--- config.mk ---
export PLATFORM = sky130hd
export DESIGN_NAME = hazard_unit
export DESIGN_NICKNAME = d
export VERILOG_FILES = /design/src/rtl/hazard_pkg.sv /design/src/rtl/hazard_compare.sv /design/src/rtl/hazard_unit.sv
export SDC_FILE = /design/constraint.sdc
export NUM_CORES = 1
export LEC_CHECK = 0
export ABC_AREA = 1
export CAP_MARGIN = 5
export CORE_ASPECT_RATIO = 1.1
export CORE_MARGIN = 1
export CORE_UTILIZATION = 42
export CTS_BUF_LIST = sky130_fd_sc_hd__clkbuf_8 sky130_fd_sc_hd__clkbuf_16
export CTS_CLUSTER_DIAMETER = 40
export DETAILED_ROUTE_END_ITERATION = 6
export GPL_TIMING_DRIVEN = 0
export MAX_ROUTING_LAYER = met4
export PLACE_DENSITY = 0.72
export SETUP_SLACK_MARGIN = 0.4
export SYNTH_ARGS = -nofsm -noshare
export SYNTH_HDL_FRONTEND = slang
export SYNTH_HIERARCHICAL = 1
export SYNTH_SLANG_ARGS = --single-unit
--- constraint.sdc ---
create_clock -name clk -period 2.1 [get_ports clk]
set_input_delay 0.525 -clock clk [delete_from_list [all_inputs] [get_ports clk]]
set_output_delay 0.525 -clock clk [all_outputs]
set_load 0.02 [all_outputs]
--- src/rtl/hazard_pkg.sv ---
// Shared types and constants for the ID-stage hazard controller.
// Stall lengths are expressed in pipeline cycles.
package hazard_pkg;

  typedef enum logic [1:0] {
    RUN      = 2'd0,
    STALL    = 2'd1,
    MEM_WAIT = 2'd2
  } state_t;

  localparam logic [4:0] REG_ZERO = 5'd0;

  localparam logic [1:0] STALL_LOAD_USE = 2'd1;
  localparam logic [1:0] STALL_BR_ALU   = 2'd1;
  localparam logic [1:0] STALL_BR_LOAD  = 2'd2;

endpackage

--- src/rtl/hazard_compare.sv ---
// Combinational dependence check between the ID instruction and the EX instruction.
// Produces the number of stall cycles needed before ID may proceed.
module hazard_compare
  import hazard_pkg::*;
(
  input  logic [4:0] IDRs,
  input  logic [4:0] IDRt,
  input  logic       IDUsesRt,
  input  logic       IDBranch,
  input  logic [4:0] EXEDest,
  input  logic       EXERegWrite,
  input  logic       EXEMemRead,
  output logic [1:0] stallLen
);

  logic matchRs;
  logic matchRt;
  logic match;

  // $zero is never a real producer, so it can never create a dependence
  assign matchRs = (EXEDest != REG_ZERO) && (EXEDest == IDRs);
  assign matchRt = (EXEDest != REG_ZERO) && IDUsesRt && (EXEDest == IDRt);
  assign match   = matchRs || matchRt;

  always_comb begin
    stallLen = 2'd0;
    if (match) begin
      if (IDBranch && EXEMemRead) begin
        stallLen = STALL_BR_LOAD;
      end else if (IDBranch && EXERegWrite) begin
        stallLen = STALL_BR_ALU;
      end else if (!IDBranch && EXEMemRead) begin
        stallLen = STALL_LOAD_USE;
      end
    end
  end

endmodule

--- src/rtl/hazard_unit.sv ---
// Stall / flush / freeze controller for the 5-stage MIPS pipeline.
// Memory wait states freeze the whole pipeline and take priority over ID-stage stalls.
module hazard_unit
  import hazard_pkg::*;
#(
  parameter int MEM_TIMEOUT = 64
) (
  input  logic       clk,
  input  logic       rst,
  input  logic [4:0] IDRs,
  input  logic [4:0] IDRt,
  input  logic       IDUsesRt,
  input  logic       IDBranch,
  input  logic       branchTaken,
  input  logic [4:0] EXEDest,
  input  logic       EXERegWrite,
  input  logic       EXEMemRead,
  input  logic       MEMMemAccess,
  input  logic       memReady,
  output logic       pcWrite,
  output logic       IFIDWrite,
  output logic       IFIDFlush,
  output logic       IDEXBubble,
  output logic       freeze,
  output logic       memTimeout
);

  localparam int WCW = $clog2(MEM_TIMEOUT + 1);
  localparam logic [WCW-1:0] WAIT_MAX = WCW'(MEM_TIMEOUT);

  state_t         state_reg, state_next;
  state_t         ret_state_reg, ret_state_next;
  state_t         eff_state;
  logic [1:0]     stall_cnt_reg, stall_cnt_next;
  logic [1:0]     stall_len;
  logic [WCW-1:0] wait_cnt_reg, wait_cnt_next;
  logic           mem_timeout_reg, mem_timeout_next;
  logic           mem_wait;

  hazard_compare u_compare (
    .IDRs       (IDRs),
    .IDRt       (IDRt),
    .IDUsesRt   (IDUsesRt),
    .IDBranch   (IDBranch),
    .EXEDest    (EXEDest),
    .EXERegWrite(EXERegWrite),
    .EXEMemRead (EXEMemRead),
    .stallLen   (stall_len)
  );

  assign mem_wait = MEMMemAccess && !memReady;
  // The cycle memory finally answers behaves like the interrupted state,
  // so a frozen stall sequence resumes exactly where it left off.
  assign eff_state = (state_reg == MEM_WAIT) ? ret_state_reg : state_reg;

  always_ff @(posedge clk) begin
    if (rst) begin
      state_reg       <= RUN;
      ret_state_reg   <= RUN;
      stall_cnt_reg   <= 2'd0;
      wait_cnt_reg    <= '0;
      mem_timeout_reg <= 1'b0;
    end else begin
      state_reg       <= state_next;
      ret_state_reg   <= ret_state_next;
      stall_cnt_reg   <= stall_cnt_next;
      wait_cnt_reg    <= wait_cnt_next;
      mem_timeout_reg <= mem_timeout_next;
    end
  end

  always_comb begin
    state_next       = state_reg;
    ret_state_next   = ret_state_reg;
    stall_cnt_next   = stall_cnt_reg;
    wait_cnt_next    = wait_cnt_reg;
    mem_timeout_next = mem_timeout_reg;
    pcWrite          = 1'b1;
    IFIDWrite        = 1'b1;
    IFIDFlush        = 1'b0;
    IDEXBubble       = 1'b0;
    freeze           = 1'b0;

    if (mem_wait) begin
      freeze    = 1'b1;
      pcWrite   = 1'b0;
      IFIDWrite = 1'b0;
      if (state_reg != MEM_WAIT) begin
        ret_state_next = state_reg;
        state_next     = MEM_WAIT;
      end
      if (wait_cnt_reg < WAIT_MAX) begin
        wait_cnt_next = wait_cnt_reg + 1'b1;
      end
      if (wait_cnt_next == WAIT_MAX) begin
        mem_timeout_next = 1'b1;
      end
    end else begin
      wait_cnt_next = '0;
      state_next    = RUN;
      case (eff_state)
        STALL: begin
          pcWrite    = 1'b0;
          IFIDWrite  = 1'b0;
          IDEXBubble = 1'b1;
          if (stall_cnt_reg > 2'd1) begin
            stall_cnt_next = stall_cnt_reg - 2'd1;
            state_next     = STALL;
          end else begin
            stall_cnt_next = 2'd0;
          end
        end
        default: begin
          if (stall_len != 2'd0) begin
            pcWrite    = 1'b0;
            IFIDWrite  = 1'b0;
            IDEXBubble = 1'b1;
            // Single-cycle stalls stay in RUN: the bubble reaching EX clears the match
            if (stall_len > 2'd1) begin
              state_next     = STALL;
              stall_cnt_next = stall_len - 2'd1;
            end
          end else begin
            IFIDFlush = branchTaken;
          end
        end
      endcase
    end

    if (rst) begin
      pcWrite    = 1'b1;
      IFIDWrite  = 1'b1;
      IFIDFlush  = 1'b0;
      IDEXBubble = 1'b0;
      freeze     = 1'b0;
    end
  end

  assign memTimeout = mem_timeout_reg && !rst;

endmodule

# Word-level counts from Yosys, hierarchy flattened

Index checks and enable logic that the tools add are counted.

Register bits: 14
Input port bits: 24
Output and inout port bits: 6

$add $sub $neg: 3
Order comparisons: 3
Eq/ne operators: 7
Multiplexer cells: 31
Bitwise gates (word level): 1
Reductions and logical operators: 20

Operators by type and width:

| kind                                                | count |
|---|---|
| two-way mux 2 bit                                   | 11 |
| two-way mux 1 bit                                   | 18 |
| two-way mux 7 bit                                   | 2 |
| == test 5 bit                                       | 2 |
| logical AND 1 bit                                   | 8 |
| adder 7 x 1 -> 7 bit (second input constant)        | 1 |
| == test 7 bit (second input constant)               | 1 |
| < comparator 7 bit (second input constant)          | 1 |
| nonzero test 2 bit                                  | 3 |
| nonzero test 5 bit                                  | 1 |
| > comparator 2 x 1 -> 1 bit (second input constant) | 2 |
| AND reduction 2 bit                                 | 2 |
| subtractor 2 x 1 -> 2 bit (second input constant)   | 2 |
| logical NOT 1 bit                                   | 3 |
| AND reduction 3 bit                                 | 1 |
| == test 2 x 1 -> 1 bit (second input constant)      | 1 |
| == test 2 bit (second input constant)               | 1 |
| != test 2 x 1 -> 1 bit (second input constant)      | 1 |
| != test 2 bit (second input constant)               | 1 |
| OR reduction 2 bit                                  | 1 |
| logical OR 1 bit                                    | 1 |
| inverter 1 bit                                      | 1 |

# Logic depth before layout (Yosys ltp)

Gate-level depths: netlist of run 1.

Depth after elaboration: 11
Depth in mapped cells: 18

# Hierarchy

Netlist of run 1, hierarchy kept.

By module, submodules not included:

| module         | instances | cells each | area each (um^2) | sequential area each (um^2) |
|---|---|---|---|---|
| hazard_unit    | 1         | 129        | 829.5            | 280.3 |
| hazard_compare | 1         | 59         | 235.2            | 0.0 |

# Worst setup path before layout of run 1

OpenSTA, ideal clock, no wires.

Kind: input to output
Start: input EXEDest[0]
End: output pcWrite
Arrival time: 1811 ps
Setup slack: -236 ps
Stages: 13
Path buffers: 1
Path through: inv_1 -> nand2_1 -> nand2_1 -> nor2_1 -> nand3_1 -> nand2_1 -> nand2_1 -> nor2_1 -> inv_1 -> ha_1 -> nand2_1 -> o21ai_1 -> buf_4

Longest elaborated chain between the ends: 10

RTL lines:

| item                               | line                                       | RTL |
|---|---|---|
| start, declared                    | hazard_unit.sv:15                          | `input logic [4:0] EXEDest,` |
| nonzero test 5 bit                 | hazard_compare.sv:21, hazard_compare.sv:22 |  |
| logical AND 1 bit (2 in a row)     | hazard_compare.sv:22                       | `assign matchRt = (EXEDest != REG_ZERO) && IDUsesRt && (EXEDest == IDRt);` |
| logical OR 1 bit (*)               | hazard_compare.sv:23                       | `assign match = matchRs \|\| matchRt;` |
| two-way mux 2 bit (*)              | hazard_compare.sv:27                       | `if (match) begin` |
| via stall_len[0]                   | hazard_unit.sv:35                          | `logic [1:0] stall_len;` |
| nonzero test 2 bit (*)             | hazard_unit.sv:114                         | `if (stall_len != 2'd0) begin` |
| two-way mux 1 bit (*) (4 in a row) | --                                         |  |
| end, declared                      | hazard_unit.sv:20                          | `output logic pcWrite,` |

Mark *: on every way through the listed nets, which the timed path passes. The rest lies on a longest branch.

# Worst setup path after layout of run 1

Start: input IDRt[4]
End: output pcWrite

Longest elaborated chain between the ends: 9

RTL lines:

| item               | line                 | RTL |
|---|---|---|
| start, declared    | hazard_unit.sv:11    | `input logic [4:0] IDRt,` |
| == test 5 bit      | hazard_compare.sv:22 |  |
| logical AND 1 bit  | hazard_compare.sv:22 |  |
| logical OR 1 bit   | hazard_compare.sv:23 |  |
| two-way mux 2 bit  | hazard_compare.sv:27 |  |
| via stall_len[1]   | hazard_unit.sv:35    |  |
| nonzero test 2 bit | hazard_unit.sv:114   |  |
| two-way mux 1 bit  | hazard_unit.sv:114   |  |
| two-way mux 1 bit  | hazard_unit.sv:101   | `case (eff_state)` |
| two-way mux 1 bit  | hazard_unit.sv:84    | `if (mem_wait) begin` |
| two-way mux 1 bit  | hazard_unit.sv:130   | `if (rst) begin` |

The timed path passes the listed nets, and every way through them passes these cells.

==> results of run 1 <==
[critical path, cell delays in order]
cell,delay (ns)
buf_8,0.09
inv_12,0.03
nand2_2,0.05
nand2_1,0.04
nor2_1,0.14
nand3_1,0.11
nand2_1,0.10
nand2_2,0.08
nor2_4,0.12
inv_2,0.06
ha_4,0.16
nand2_4,0.08
o21ai_4,0.07
buf_6,0.11
buf_6,0.12
[final timing paths]
path / cells after the start / end / startpoint
worst max-delay path: 15 / pcWrite / IDRt[4]
worst min-delay path: 2 / ret_state_reg[0] / ret_state_reg[0]
worst max register to register: 7 / mem_timeout_reg / wait_cnt_reg[0]
worst min register to register: 2 / ret_state_reg[0] / ret_state_reg[0]
[Yosys cell counts, drive strengths merged]
cell type | count | area [sq um]
a21oi | 5 | 25.02
xnor2 | 1 | 8.760
nand2 | 68 | 270.3
o21ai | 7 | 35.03
ha | 3 | 37.54
nor2 | 27 | 127.6
dfxtp | 14 | 280.3
nand3 | 15 | 75.07
inv | 40 | 150.2
nor3 | 1 | 5.000
o21bai | 1 | 11.26
nand3b | 2 | 15.01
clkinv | 1 | 3.750
nand4 | 2 | 12.51
buf | 1 | 7.510
[cell usage in the layout (no fill, tap or decap), types with 2 or more instances in the layout]
master	n
o21ai_1	5
dlygate4sd2_1	3
buf_8	4
dfxtp_1	14
nand2_1	48
a21oi_1	5
nor2_1	19
ha_4	2
inv_2	17
buf_4	8
nand2_4	3
inv_6	3
nor2_4	2
buf_2	6
nor2_2	5
nand3b_1	2
buf_6	16
nand3_1	14
clkbuf_8	3
nand4_1	2
nand2_2	17
inv_1	18
[stage by stage]
stage          power [W]  utilization (%)
3_3_place_gp   0.0004135            62.41
6_report       0.0006619            72.71
4_1_cts        0.0006492            67.80
5_1_grt        0.0006942            72.71
3_5_place_dp   0.0004173            62.41
2_1_floorplan  0.0003440                -
[kinds of logic (layout without fill, tap and decap cells)]
logic type                 after synthesis  after routing  share of synthesized area, %
AOI/OAI and AO/OA                       13             13                         6.697
adders and majority gates                3              3                         3.526
and+or+nand+nor                        115            115                         47.47
DFF                                     14             14                         26.32
xor gates and xnor gates                 1              1                        0.8227
buffers and inverters                   42             85                         15.16
[where the power goes]
part | internal (W) | switching (W) | total [W]
Combinational | 0.0000917 | 0.0000867 | 0.000178
Clock | 0.000127 | 0.0000870 | 0.000214
Sequential | 0.000268 | 0.00000208 | 0.000270
[final cells by class]
type	count	area, sq um	share of cell area, %
flip-flops and latches	14	280.3	16.62
repair buffers	40	391.6	23.22
inverters	41	183.9	10.91
multi-input cells	132	740.7	43.92
well taps	30	37.54	2.226
clock buffers	3	41.29	2.448
plain buffers	1	11.26	0.6677
[timing repair]
item / CTS / global route
buffers inserted: 8 / 3
setup endpoints to repair: 9 / 8
pin swaps: 33 / 14
hold buffers: 0 / 0
gates resized for setup: 146 / 25
[routing by layer]
metal  wire length, um  GRT usage (%)  part of all wire [%]
met4                34          3.333                   1.2
met3               111          5.000                   4.1
met2              1409          40.67                    52
met5                 0              -                     0
met1              1170          22.33                    43
==> metrics.yaml, run 1 <==
num-nets-final: 260
synth_nets: 215
rows: 18
antenna_left: 0
status: "complete, but fails checks"
antenna_found_initial: 0
crit_required_ns: 1.57
vias: 1238
vias_per_cell: 4.743
slew_headroom_pct: 77.37
grt_pass1_wl_um: 4291
maxCapViolCount: 0
drt-pass1-iter-count: 4
htree_levels: 1
syn_to_final_growth_pct: 58.40
syn_area_per_cell_sq_um: 5.664
overflow: 0
start_kind: "input pin"
hold_path_class: "register to register"
ys_warn_count: 6
setup_ws_ns: -0.3156
place_ws_ns: -1.276
power.leakage_nw: 0.8570
io_buffers: 29
vdd_drop_max_mv: 0.4055
reg2reg_slack_ns: 0.77
fmax_mhz: 414.0
cts_tree: "done"
dp.cells: 247
layout_min_cycle_time_ns: 2.416
critPathMaxFanout: 3
start_util_pct: 45.90
cts-root-buf: "clkbuf_8"
fp.dieH_um: 54.81
grt_pass1_vias: 1089
clkTransAtPathRegs_ns: 0.05
setup_viol: 4
drc: 0
cp-end-kind: "output port"
synthCells: 188
fin_crit_sh_pct: 115.0
cp_data_arrival_time_ns: 1.89
ctsLongestPathBuffers: 2
rsz0062_at_grt: "yes"
routed_wl_um: 2725
ios: 30
finalClockSkew_ns: 0.0005554
core_sq_um: 2320
diodes: 0
worst_pin_slew_ns: 0.3382
dpl_cell_area_sq_um: 1448
hold_violations: 0
insertion_delay_ns: 0.24
fillers: 211
drive_gt1_share_pct: 41.99
hold-worst-slack_ns: 0.4864
ys_seq_elements: 14
finalInstanceArea_sq_um: 1687
wire_per_inst_um: 10.44
netlist_area_sq_um: 1065
grt_max_degree: 10
drt-initial-drc-count: 16
tns_ns: -1.097
violations: "negative setup slack"
die_area_sq_um: 2741
place_congestion: 0.7926
largest_reg_flops: 7
die_w_um: 50.01
numCtsBuffers: 3
power_density_nw_per_um2: 392.4
synthDistinctLibCells: 21
hpwl_um: 1943
clock_sinks: 14
stdcell_count: 261
slew_violations: 0
synth.yosys.seq_area_share_pct: 26.32
crit_type: "input pin to output port"
grtUsageTotal_pct: 21.12
No activity file was read; power rests on OpenSTA's default activity.
==> run 2: changes to the inputs <==
--- a/config.mk
+++ b/config.mk
@@ -7,7 +7,7 @@
 export LEC_CHECK = 0
 export ABC_AREA = 1
 export CAP_MARGIN = 5
-export CORE_ASPECT_RATIO = 1.1
+export CORE_ASPECT_RATIO = 1.5
 export CORE_MARGIN = 1
 export CORE_UTILIZATION = 42
 export CTS_BUF_LIST = sky130_fd_sc_hd__clkbuf_8 sky130_fd_sc_hd__clkbuf_16
==> run 2 against run 1 <==
  * The flow still finishes with violations (negative setup slack)
  * Clock skew grew 0.0038 ns
  * Wire length grew 11%
  * Sequential share of layout area shrank 0.61 points
  * Non-clock buffer count grew 5
  * Total power grew 1.6%
  * First-iteration DRC count grew 38%
  * Final cell count shrank 0.38%
  * Setup slack gained 0.040 ns
  * Critical endpoint unchanged
  * Largest cell class unchanged
  * Largest power group unchanged
==> metrics.yaml, run 2 (synthesis gave the netlist of run 1 again) <==
status: "complete, but fails checks"
violations: "negative setup slack"
power.leakage_nw: 0.8926
antenna_found_initial: 0
place_ws_ns: -1.285
worst_pin_slew_ns: 0.3343
cts_tree: "done"
io_buffers: 29
final_cell_mix: "nand2_1 (42), nand2_2 (21), inv_2 (18), inv_1 (18)"
overflow: 0
whs_path_depth: 2
slew_violations: 0
clkTransAtPathRegs_ns: 0.05
rows: 22
diodes: 0
hold_start: "ret_state_reg[1]"
htree_levels: 1
drt-pass1-iter-count: 4
slew_headroom_pct: 77.63
start_kind: "input pin"
grt_pass1_wl_um: 4809
drive_gt1_share_pct: 47.46
clock_sinks: 14
ff2ff_path_depth: 7
critPathMaxFanout: 3
fmax_mhz: 420.9
rsz0062_at_grt: "yes"
dpl_cell_area_sq_um: 1440
start_util_pct: 43.96
routed_wl_um: 3017
stdcell_count: 260
p_switching_w: 0.0001839
numCtsBuffers: 3
setup_ws_ns: -0.2757
worstPathCellList: "buf_6 > inv_12 > nand2_2 > nand2_1 > nor2_1 > nand3_2 > nand2_2 > nand2_4 > nor2_4 > inv_2 > ha_4 > nand2_4 > o21ai_4 > buf_6 > buf_6"
netSwitchingFraction_pct: 27.33
place_congestion: 0.7543
layout_min_cycle_time_ns: 2.376
vdd_drop_max_mv: 0.4027
fp.dieH_um: 63.67
layout_commonest_cell: "nand2_1"
final_util_pct: 72.26
ctsLongestPathBuffers: 2
drt-initial-drc-count: 22
grt_pass1_vias: 1259
setup_viol: 7
cp_data_arrival_time_ns: 1.85
crit_required_ns: 1.57
max_stage_delay_ns: 0.17
fin_crit_sh_pct: 113.1
power_density_nw_per_um2: 384.4
finalInstanceArea_sq_um: 1750
wire_per_inst_um: 11.60
hold_violations: 0
crit_type: "input pin to output port"
vias: 1302
grtUsageTotal_pct: 23.05
cts-root-buf: "clkbuf_8"
dp.cells: 241
largest_reg_flops: 7
finalClockSkew_ns: 0.004327
die_w_um: 43.11
clkPwrFrac_pct: 31.9
p_seq_share_pct: 40.1
hpwl_um: 1893
cp-end-kind: "output port"
ios: 30
drc: 0
syn_to_final_growth_pct: 64.39
slowest_stage: "ha_4"
core_sq_um: 2422
reg2reg_from: "wait_cnt_reg[0]"
vias_per_cell: 5.008
antenna_left: 0
insertion_delay_ns: 0.24
p_int_w: 0.0004889
cp_common_cell: "buf_6"
num-nets-final: 265
worstSetupStartpoint: "IDRt[4]"
die_area_sq_um: 2745
maxCapViolCount: 0
hold_path_class: "register to register"
combPwrFrac_pct: 28.1
grt_max_degree: 10
==> run 2: cell types whose count changed in the layout (fill, tap and decap cells not counted), sizes merged <==
cell and delta:
clkdlybuf4s15 -1, buf +4, clkbuf +2
==> run 2: critical path: cells and delay by family <==
kind / cells / cell delay (ns)
adders and majority gates: 1 / 0.17
buffers and inverters: 5 / 0.43
AOI/OAI and AO/OA: 1 / 0.06
and+or+nand+nor: 8 / 0.66
==> run 2: power by group through the flow <==
stage | sequential (W) | clock, W | combinational, W
after CTS | 0.000269 | 0.000218 | 0.000163
after global placement | 0.000275 | 0 | 0.000138
after floorplan | 0.000275 | 0 | 0.0000692
after global routing | 0.000269 | 0.000234 | 0.000204
after detailed placement | 0.000275 | 0 | 0.000142
final | 0.000269 | 0.000214 | 0.000189
==> run 2: final cells by class <==
type / count / area [sq um]
Multi-Input combinational cell: 132 / 782.0
Tap cell: 24 / 30.03
Timing Repair Buffer: 45 / 424.2
Buffer: 1 / 11.26
Fill cell: 194 / 671.9
Sequential cell: 14 / 280.3
Inverter: 41 / 181.4
Clock buffer: 3 / 41.29
==> run 2: routing by layer <==
metal  GRT usage [%]  vias to the layer above  routed length, um
li1                -                      662                  -
met1           20.56                      603               1127
met2           44.78                       29               1746
met3           2.865                        8                 70
met4           10.98                        0                 72
met5               -                        -                  0
==> run 2: what timing repair did <==
item / in CTS / in global routing
hold buffers: 0 / 0
gates resized for setup: 146 / 39
pin swaps: 31 / 28
buffers inserted: 14 / 2
endpoints found under the setup margin: 9 / 9
==> run 2: path summary, 6_finish.rpt <==
check / slack [ns] / end
setup / recovery: -0.28 / pcWrite
hold reg to reg: 0.49 / ret_state_reg[1]
setup reg to reg: 0.82 / mem_timeout_reg
hold / removal: 0.49 / ret_state_reg[1]
==> run 2: per-stage QoR <==
step	power [W]	hold slack (ns)	setup TNS (ns)
floorplan	0.0003440	0.4469	-0.007465
global placement	0.0004136	0.4676	-6.819
detailed placement	0.0004168	0.4897	-7.047
CTS	0.0006498	0.4972	-0.9809
global route	0.0007079	0.5254	-1.943
finish	0.0006728	0.4947	-1.424
==> run 3: changes to the inputs <==
--- a/config.mk
+++ b/config.mk
@@ -17,6 +17,7 @@
 export MAX_ROUTING_LAYER = met4
 export PLACE_DENSITY = 0.72
 export SETUP_SLACK_MARGIN = 0.4
+export SKIP_CTS_REPAIR_TIMING = 1
 export SYNTH_ARGS = -nofsm -noshare
 export SYNTH_HDL_FRONTEND = slang
 export SYNTH_HIERARCHICAL = 1
==> run 3 against run 2 <==
  * The run still ends with negative setup slack left
  * Sequential share of layout area increased by 0.98 points
  * Via count decreased by 5.7%
  * Sequential power about the same
  * Design area decreased by 5.8%
  * Flip-flop and latch count unchanged
  * Setup slack improved by 0.019 ns
  * Critical endpoint unchanged
  * Non-clock buffer count decreased by 7
  * Wire length decreased by 18%
  * Critical path depth unchanged
  * Combinational power decreased by 12%
  * Largest power group unchanged
  * Total power decreased by 3.3%
  * Maximum frequency increased by 0.83%
==> metrics.yaml, run 3 (synthesis gave the netlist of run 1 again) <==
rsz0062_at_grt: "yes"
drc: 0
largest_reg_flops: 7
cp_data_arrival_time_ns: 1.83
cp-end-kind: "output port"
fmax_mhz: 424.4
critPathMaxFanout: 3
antenna_found_initial: 0
cp_num_buf_inv: 5
drt-initial-drc-count: 21
max_stage_delay_ns: 0.17
grtUsageTotal_pct: 18.45
fp.dieH_um: 63.67
cts-root-buf: "clkbuf_8"
overflow: 0
combPwrFrac_pct: 25.7
hold_violations: 0
numCtsBuffers: 3
start_util_pct: 43.96
routed_wl_um: 2473
io_buffers: 29
p_int_w: 0.0004799
worstPathCellList: "buf_4 > inv_12 > nand2_2 > nand2_1 > nor2_1 > nand3_2 > nand2_2 > nand2_4 > nor2_4 > inv_2 > ha_4 > nand2_4 > o21ai_4 > buf_6 > buf_6"
crit_required_ns: 1.57
clkPwrFrac_pct: 32.9
antenna_left: 0
drt-pass1-iter-count: 5
clkTransAtPathRegs_ns: 0.05
clock_sinks: 14
rows: 22
vias_per_cell: 4.854
ios: 30
place_congestion: 0.7543
status: "complete, but fails checks"
grt_max_degree: 11
die_w_um: 43.11
finalClockSkew_ns: 0.005257
ctsLongestPathBuffers: 2
crit_type: "input pin to output port"
grt_pass1_vias: 1095
vdd_drop_max_mv: 0.3950
maxCapViolCount: 0
num-nets-final: 258
p_seq_share_pct: 41.4
crit_family: "simple AND/OR/NAND/NOR gates"
hold-worst-slack_ns: 0.4933
power.leakage_nw: 0.8892
die_area_sq_um: 2745
drive_gt1_share_pct: 34.50
cts_tree: "done"
fin_crit_sh_pct: 112.2
dp.cells: 241
netSwitchingFraction_pct: 26.21
setup_viol: 5
stdcell_count: 253
vias: 1228
slew_headroom_pct: 77.73
hold_path_class: "register to register"
p_switching_w: 0.0001705
hpwl_um: 1893
slew_violations: 0
insertion_delay_ns: 0.24
slowest_stage: "ha_4"
final_cell_mix: "nand2_1 (55), inv_1 (21), nor2_1 (19)"
start_kind: "input pin"
htree_levels: 1
layout_min_cycle_time_ns: 2.356
power_density_nw_per_um2: 394.4
core_sq_um: 2422
setup_ws_ns: -0.2563
diodes: 0
grt_pass1_wl_um: 3905
worst_pin_slew_ns: 0.3328
layout_commonest_cell: "nand2_1"
wire_per_inst_um: 9.775
syn_to_final_growth_pct: 54.88
violations: "negative setup slack"
run 3: final cells by class:
| cell class | count | area [sq um] |
|---|---|---|
| fill | 210 | 773.2 |
| multi-input combinational | 132 | 729.5 |
| timing repair buffer | 38 | 372.9 |
| sequential | 14 | 280.3 |
| inverter | 41 | 183.9 |
| clock buffer | 3 | 41.29 |
| tap | 24 | 30.03 |
| buffer | 1 | 11.26 |
run 3: worst paths after layout:
check	startpoint	end	slack, ns	cells past startpoint
max	IDRt[4]	pcWrite	-0.26	15
min	ret_state_reg[1]	ret_state_reg[1]	0.49	2
max reg2reg	wait_cnt_reg[0]	mem_timeout_reg	0.82	7
min reg2reg	ret_state_reg[1]	ret_state_reg[1]	0.49	2
run 3: metal layers:
metal  vias to the layer above  global-route usage, %  share of wire (%)
met1                       547                  16.70                 39
met5                         -                      -                  0
met3                         8                  2.579                2.6
li1                        648                      -                  -
met4                         0                  8.333                3.2
met2                        25                  35.63                 55
run 3: metrics by stage:
step                power [W]  utilization, %  setup TNS (ns)  worst slack, ns  area [sq um]
CTS                 0.0006289           61.16          -6.328           -1.287          1481
detailed placement  0.0004168           59.45          -7.047           -1.285          1440
global placement    0.0004136           59.45          -6.819           -1.241          1440
floorplan           0.0003440               -       -0.007465        -0.007465          1120
finish              0.0006503           68.08         -0.9922          -0.2563          1649
global route        0.0006858           68.08          -1.354          -0.3487          1649
run 3: worst min-delay path, cell delays in order (launching register included):
cell and delay, ns:
dfxtp_1 0.32, nand2_1 0.06, a21oi_1 0.06
run 3: power groups by stage:
stage	logic (W)	clock network [W]	registers, W
after floorplan	0.0000692	0	0.000275
final	0.000167	0.000214	0.000269
after global routing	0.000182	0.000234	0.000269
after global placement	0.000138	0	0.000275
after CTS	0.000142	0.000218	0.000269
after detailed placement	0.000142	0	0.000275
